$ cat config.mk
export PLATFORM = sky130hd
export DESIGN_NAME = ieee754_div_seq_flat
export DESIGN_NICKNAME = d
export VERILOG_FILES = /design/src/rtl/ieee754_div_seq_if.sv /design/src/rtl/ieee754_div_seq.sv /design/src/flat_wrapper.sv
export SDC_FILE = /design/constraint.sdc
export NUM_CORES = 1
export LEC_CHECK = 0
export ABC_AREA = 1
export CAP_MARGIN = 20
export CORE_MARGIN = 5
export CORE_UTILIZATION = 40
export DETAILED_ROUTE_END_ITERATION = 8
export PLACE_DENSITY = 0.72
export SKIP_CTS_REPAIR_TIMING = 1
export SLEW_MARGIN = 20
export SYNTH_ARGS = -nofsm -noshare
export SYNTH_HDL_FRONTEND = slang
export SYNTH_SLANG_ARGS = --single-unit
$ cat constraint.sdc
create_clock -name clk_i -period 3 [get_ports clk_i]
set_input_delay 0.6 -clock clk_i [delete_from_list [all_inputs] [get_ports clk_i]]
set_output_delay 0.6 -clock clk_i [all_outputs]
set_load 0.03 [all_outputs]
$ cat src/rtl/ieee754_div_seq_if.sv
// Handshake and operand/result bundle for the sequential IEEE-754 divider.
// master drives operands and consumes results; slave is the divider.
interface ieee754_div_seq_if #(
  parameter int N = 32
);
  logic         in_valid;
  logic         in_ready;
  logic [N-1:0] a;
  logic [N-1:0] b;
  logic         out_valid;
  logic         out_ready;
  logic [N-1:0] result;
  logic         overflow;
  logic         underflow;
  logic         div_by_zero;
  logic         invalid;

  modport master (
    output in_valid, a, b, out_ready,
    input  in_ready, out_valid, result, overflow, underflow, div_by_zero, invalid
  );

  modport slave (
    input  in_valid, a, b, out_ready,
    output in_ready, out_valid, result, overflow, underflow, div_by_zero, invalid
  );
endinterface

$ cat src/rtl/ieee754_div_seq.sv
// Multi-cycle IEEE-754 divider, restoring, one quotient bit per clock, fixed latency.
// Define ROUND_NEAREST_EN for round-to-nearest-even; otherwise the quotient is truncated.
//
// state  | meaning
// IDLE   | ready, operands captured on accept
// DIVIDE | one unpack cycle, then M+3 restoring iterations
// ROUND  | normalise, round, apply specials/overflow/underflow
// DONE   | result held until out_ready
module ieee754_div_seq #(
  parameter int N = 32,
  parameter int M = 23,
  parameter int E = N - M - 1
) (
  input  logic              clk_i,
  input  logic              rst_i,
  ieee754_div_seq_if.slave  bus
);
  localparam int BIAS = 2**(E-1) - 1;
  localparam int QW   = M + 3;
  localparam int RW   = M + 2;
  localparam int EW   = E + 2;
  localparam int CW   = $clog2(M + 5);
  localparam logic [CW-1:0] LOAD    = CW'(M + 4);
  localparam logic [EW-1:0] EXP_MAX = EW'(2**E - 1);

  typedef enum logic [1:0] {IDLE, DIVIDE, ROUND, DONE} state_e;

  state_e         state_q, state_d;
  logic [CW-1:0]  cnt_q;
  logic [N-1:0]   a_q, b_q;
  logic [RW-1:0]  rem_q;
  logic [QW-1:0]  quo_q;
  logic [EW-1:0]  exp_q;
  logic           sign_q, spec_q, spec_inv_q, spec_dbz_q;
  logic [N-1:0]   spec_res_q;
  logic [N-1:0]   result_q;
  logic           ovf_q, unf_q, dbz_q, inv_q;

  logic [E-1:0]   ea, eb;
  logic [M-1:0]   ma, mb;
  logic           a_zero, b_zero, a_inf, b_inf, a_nan, b_nan, sign_d;
  logic           spec_d, spec_inv_d, spec_dbz_d;
  logic [N-1:0]   spec_res_d;
  logic [RW-1:0]  div_ext, rem_d;
  logic           ge;

  assign ea     = a_q[N-2:M];
  assign eb     = b_q[N-2:M];
  assign ma     = a_q[M-1:0];
  assign mb     = b_q[M-1:0];
  assign sign_d = a_q[N-1] ^ b_q[N-1];
  // Subnormal inputs collapse to zero regardless of their fraction.
  assign a_zero = (ea == '0);
  assign b_zero = (eb == '0);
  assign a_inf  = (ea == '1) && (ma == '0);
  assign b_inf  = (eb == '1) && (mb == '0);
  assign a_nan  = (ea == '1) && (ma != '0);
  assign b_nan  = (eb == '1) && (mb != '0);

  always_comb begin
    spec_d     = 1'b1;
    spec_inv_d = 1'b0;
    spec_dbz_d = 1'b0;
    spec_res_d = '0;
    if (a_nan || b_nan || (a_zero && b_zero) || (a_inf && b_inf)) begin
      spec_inv_d = 1'b1;
      spec_res_d = {1'b0, {E{1'b1}}, 1'b1, {(M-1){1'b0}}};
    end else if (a_inf) begin
      spec_res_d = {sign_d, {E{1'b1}}, {M{1'b0}}};
    end else if (b_zero) begin
      spec_dbz_d = 1'b1;
      spec_res_d = {sign_d, {E{1'b1}}, {M{1'b0}}};
    end else if (a_zero || b_inf) begin
      spec_res_d = {sign_d, {(N-1){1'b0}}};
    end else begin
      spec_d = 1'b0;
    end
  end

  assign div_ext = {1'b0, 1'b1, mb};
  assign ge      = (rem_q >= div_ext);
  assign rem_d   = ge ? {rem_q[RW-2:0] - div_ext[RW-2:0], 1'b0} : {rem_q[RW-2:0], 1'b0};

  logic [QW-1:0]  qn;
  logic [EW-1:0]  exp_n, exp_r;
  logic [M:0]     mant;
  logic [M+1:0]   mant_r;
  logic           rnd_up, ovf_d, unf_d;
  logic [N-1:0]   res_d;

  always_comb begin
    qn     = quo_q[QW-1] ? quo_q : {quo_q[QW-2:0], 1'b0};
    exp_n  = quo_q[QW-1] ? exp_q : exp_q - EW'(1);
    mant   = qn[QW-1:2];
`ifdef ROUND_NEAREST_EN
    rnd_up = qn[1] & (qn[0] | (|rem_q) | mant[0]);
`else
    rnd_up = 1'b0;
`endif
    mant_r = {1'b0, mant} + (M+2)'(rnd_up);
    // A carry out leaves the fraction all-zero, so only the exponent moves.
    exp_r  = exp_n + EW'(mant_r[M+1]);
    ovf_d  = !exp_r[EW-1] && (exp_r >= EXP_MAX);
    unf_d  = exp_r[EW-1] || (exp_r == '0);
    if (spec_q)     res_d = spec_res_q;
    else if (ovf_d) res_d = {sign_q, {E{1'b1}}, {M{1'b0}}};
    else if (unf_d) res_d = {sign_q, {(N-1){1'b0}}};
    else            res_d = {sign_q, exp_r[E-1:0], mant_r[M-1:0]};
  end

  always_ff @(posedge clk_i) begin
    if (rst_i) state_q <= IDLE;
    else       state_q <= state_d;
  end

  always_comb begin
    state_d = state_q;
    case (state_q)
      IDLE:    if (bus.in_valid) state_d = DIVIDE;
      DIVIDE:  if (cnt_q == CW'(1)) state_d = ROUND;
      ROUND:   state_d = DONE;
      DONE:    if (bus.out_ready) state_d = IDLE;
      default: state_d = IDLE;
    endcase
  end

  always_comb begin
    bus.in_ready  = (state_q == IDLE);
    bus.out_valid = (state_q == DONE);
  end

  always_ff @(posedge clk_i) begin
    if (rst_i) begin
      cnt_q <= '0; a_q <= '0; b_q <= '0; rem_q <= '0; quo_q <= '0; exp_q <= '0;
      sign_q <= 1'b0; spec_q <= 1'b0; spec_inv_q <= 1'b0; spec_dbz_q <= 1'b0;
      spec_res_q <= '0; result_q <= '0;
      ovf_q <= 1'b0; unf_q <= 1'b0; dbz_q <= 1'b0; inv_q <= 1'b0;
    end else begin
      case (state_q)
        IDLE: if (bus.in_valid) begin
          a_q   <= bus.a;
          b_q   <= bus.b;
          cnt_q <= LOAD;
        end
        DIVIDE: begin
          cnt_q <= cnt_q - CW'(1);
          if (cnt_q == LOAD) begin
            rem_q      <= {1'b0, 1'b1, ma};
            quo_q      <= '0;
            exp_q      <= EW'(ea) - EW'(eb) + EW'(BIAS);
            sign_q     <= sign_d;
            spec_q     <= spec_d;
            spec_inv_q <= spec_inv_d;
            spec_dbz_q <= spec_dbz_d;
            spec_res_q <= spec_res_d;
          end else begin
            rem_q <= rem_d;
            quo_q <= {quo_q[QW-2:0], ge};
          end
        end
        ROUND: begin
          result_q <= res_d;
          ovf_q    <= !spec_q && ovf_d;
          unf_q    <= !spec_q && !ovf_d && unf_d;
          inv_q    <= spec_q && spec_inv_q;
          dbz_q    <= spec_q && spec_dbz_q;
        end
        default: ;
      endcase
    end
  end

  assign bus.result      = result_q;
  assign bus.overflow    = ovf_q;
  assign bus.underflow   = unf_q;
  assign bus.div_by_zero = dbz_q;
  assign bus.invalid     = inv_q;
endmodule

$ cat src/flat_wrapper.sv
// flat-port wrapper written by rule: the top's interface ports become plain ports
module ieee754_div_seq_flat 
#(
  parameter int N = 32,
  parameter int M = 23,
  parameter int E = N - M - 1
)
  (clk_i, rst_i, bus_in_valid, bus_a, bus_b, bus_out_ready, bus_in_ready, bus_out_valid, bus_result, bus_overflow, bus_underflow, bus_div_by_zero, bus_invalid);
  ieee754_div_seq_if #(.N(N)) bus_i ();
  input  logic clk_i;
  input  logic rst_i;
  input wire logic [$bits(bus_i.in_valid)-1:0] bus_in_valid;
  input wire logic [$bits(bus_i.a)-1:0] bus_a;
  input wire logic [$bits(bus_i.b)-1:0] bus_b;
  input wire logic [$bits(bus_i.out_ready)-1:0] bus_out_ready;
  output wire logic [$bits(bus_i.in_ready)-1:0] bus_in_ready;
  output wire logic [$bits(bus_i.out_valid)-1:0] bus_out_valid;
  output wire logic [$bits(bus_i.result)-1:0] bus_result;
  output wire logic [$bits(bus_i.overflow)-1:0] bus_overflow;
  output wire logic [$bits(bus_i.underflow)-1:0] bus_underflow;
  output wire logic [$bits(bus_i.div_by_zero)-1:0] bus_div_by_zero;
  output wire logic [$bits(bus_i.invalid)-1:0] bus_invalid;
  assign bus_i.in_valid = bus_in_valid;
  assign bus_i.a = bus_a;
  assign bus_i.b = bus_b;
  assign bus_i.out_ready = bus_out_ready;
  assign bus_in_ready = bus_i.in_ready;
  assign bus_out_valid = bus_i.out_valid;
  assign bus_result = bus_i.result;
  assign bus_overflow = bus_i.overflow;
  assign bus_underflow = bus_i.underflow;
  assign bus_div_by_zero = bus_i.div_by_zero;
  assign bus_invalid = bus_i.invalid;
  ieee754_div_seq #(.N(N), .M(M), .E(E)) u_core (.clk_i(clk_i), .rst_i(rst_i), .bus(bus_i));
endmodule
==> flow_summary.toml <==
[timing]
timing.hold.ws_ns = 0.465
fin_ws_ns = 0.443
min_period_ns = 2.56
skew_ns = 0.00720
max_freq_mhz = 391
relSlewSlack_pct = 51.0
finalSetupViolCount = 0
maxSlewViolCount = 0
fin_setup_tns_ns = 0
rsz0062_at_grt = "false"
layout_worst_path_cycle_share_pct = 85.2
hold_violations = 0
worst_pin_slew_ns = 0.733

[drt]
drc = 0
drt-pass1-iter-count = 5
num_vias = 9506
viasPerCell = 5.08
routed_wl_mm = 26.0
ant_nets = 0
wl_per_cell_um = 13.9
dr.first_iter.drc_count = 778

[clock_tree]
clock-sinks = 174
clk_pin_slew_worst_paths_ns = 0.07
root_buffer = "clkbuf_16"
clk_latency_ns = 0.43
cts_htree_levels = 4
cts_buffer_depth = 2
tritoncts = "built"
cts-buffers-inserted = 17

[power]
power_density_nw_per_um2 = 746
ir_drop_uv = 345
total_power_w = 0.00872
leakagePower_nw = 4.96

[worst_hold_path]
hold_path_depth = 2
worst_hold_path_type = "reg -> reg"

[floorplan]
ios = 106
die_area_um2 = 27800
die_h_um = 167
std_cell_rows = 57
start_util_pct = 40.5
core_area_um2 = 24200
die-width_um = 167

[placement]
place_inst = 1840
hpwl_mm = 19.7
preCtsSetupSlack_ns = 0.494
port_buffers = 105
gp_congestion = 0.969

[yosys]
synth_area_leaders = "dfxtp_1 35%, nand2_1 13%, a21oi_1 8.5%"
yosysSeqAreaShare_pct = 35.5
synth-edff-count = 0
synth_most_common_cell = "nand2_1"
synth_top_area_share_pct = 35.5
ys_ff_latch = 174
yosysTopAreaCell = "dfxtp_1"
syn_area_per_cell_um2 = 6.73
synthCells = 1458
synthTopCellsByCount = "348 x nand2_1, 194 x inv_1, 174 x dfxtp_1, 167 x a21oi_1, 101 x o21ai_0"
netlist_area_um2 = 9810
async_reset_ff_share_pct = 0
yosys.cell_types.count = 42
synth_warnings = 0
syn-num-nets = 1568
synthFlopType = "dfxtp_1"

[cells_and_area]
layout.nets = 1645
drive_above_1_share_pct = 7.69
area_growth_pct = 19.2
fin_cells = 1872
antenna_cells = 0

[global_route]
overflow = 0
antenna_found_initial = 0
grt_pass1_wl_mm = 42.4
grt_max_degree = 53
grt_pass1_vias = 8648
grt_usage_pct = 18.1

[critical_path]
ff2ff_path_depth = 14
rr_endpoint = "u_core.rem_q[19]"
start_kind = "flip-flop"
worstPathRequired_ns = 3.35
r2r_setup_slack_ns = 0.44
cp-endpoint = "u_core.rem_q[19]"
cp-end-kind = "flip-flop"
cp-startpoint = "u_core.rem_q[0]"
rr_startpoint = "u_core.rem_q[0]"
crit_arrival_ns = 2.91
crit_type = "reg -> reg"
path_max_fanout = 4

[run_status]
status = "complete, no violations"

[job]
drv_cap = 0
cell families after synthesis:
kind of cell             Yosys count  synth area share [%]
AO/OA/AOI/OAI                    334                  18.6
XOR/XNOR                          17                  1.52
adder cells (fa/ha/maj)           42                  5.51
buffers and inverters            266                  10.9
flip-flops                       174                  35.5
AND/OR/NAND/NOR                  625                  28.0
registers in the layout, summed over array words and instances (netlist names):
signal,count
u_core.a_q,32
u_core.b_q,32
u_core.bus.result,32
u_core.quo_q,26
u_core.rem_q,25
u_core.exp_q,10
u_core.cnt_q,5
u_core.spec_res_q,3
u_core.state_q,2
u_core.bus.div_by_zero,1
u_core.bus.invalid,1
u_core.bus.overflow,1
u_core.bus.underflow,1
u_core.sign_q,1
u_core.spec_dbz_q,1
u_core.spec_q,1
metal layers:
layer  global-route usage [%]  wire (um)  up-vias
met2                     29.2      11500      247
met4                     4.52        398        0
li1                         -          -     4931
met3                     2.92       1180       25
met5                        0          0        -
met1                     25.3      12900     4303
final cells by class:
class / instances / area [um^2]
flip-flops and latches: 174 / 3480
clock inverters: 15 / 150
inverters: 199 / 754
fillers: 2466 / 12600
repair buffers: 125 / 1210
multi-input cells: 1018 / 5270
well taps: 324 / 405
clock buffers: 17 / 425
how the worst min path moves through the flow:
stage,startpoint,end,slack (ns)
3_3_place_gp,u_core.bus.invalid,u_core.bus.invalid,0.45
2_1_floorplan,u_core.quo_q[0],u_core.quo_q[1],0.44
6_report,u_core.bus.result[1],u_core.bus.result[1],0.46
4_1_cts,u_core.bus.result[1],u_core.bus.result[1],0.47
3_5_place_dp,u_core.bus.result[1],u_core.bus.result[1],0.46
5_1_grt,u_core.quo_q[0],u_core.quo_q[0],0.49
worst max-delay path, stage by stage, from the launching register on:
cell	delay, ns
dfxtp_1	0.32
inv_1	0.06
ha_1	0.22
fa_1	0.40
o21ai_0	0.53
nand2_1	0.10
nand2_1	0.16
nand2_1	0.07
nand2_1	0.13
nand2_1	0.12
nand2_1	0.08
nand2_1	0.05
nand3_1	0.06
nand2_1	0.06
a21oi_1	0.13
stage by stage:
step	util (%)	instance area (um^2)
6_report	48.2	11700
4_1_cts	48.2	11700
2_1_floorplan	-	9810
5_1_grt	48.2	11700
3_3_place_gp	45.9	11100
3_5_place_dp	45.9	11100
power breakdown:
part	leakage, nW	switching, W	internal, W
sequential	1.42	0.000171	0.00262
clock	0.272	0.00104	0.00110
combinational	3.27	0.00255	0.00123
layout by cell type (no fill, tap or decap), types with 5 or more instances in the layout:
master           netlist  final
nand4_1               48     48
a31oi_1                7      7
clkdlybuf4s50_1        0    104
nand3_1               87     87
a21oi_1              167    167
xnor2_1               10     10
o22ai_1               21     21
clkbuf_16              0     17
a21oi_2               20     20
nand2_2               27     27
ha_1                  40     40
o21ai_0              101    101
dfxtp_1              174    174
nor3_1                 7      7
nand2_1              348    347
inv_1                194    193
xor2_1                 7      7
buf_4                  0     20
nand3_2                5      5
nor2_1                87     87
Power figures use the tool's default switching activity.
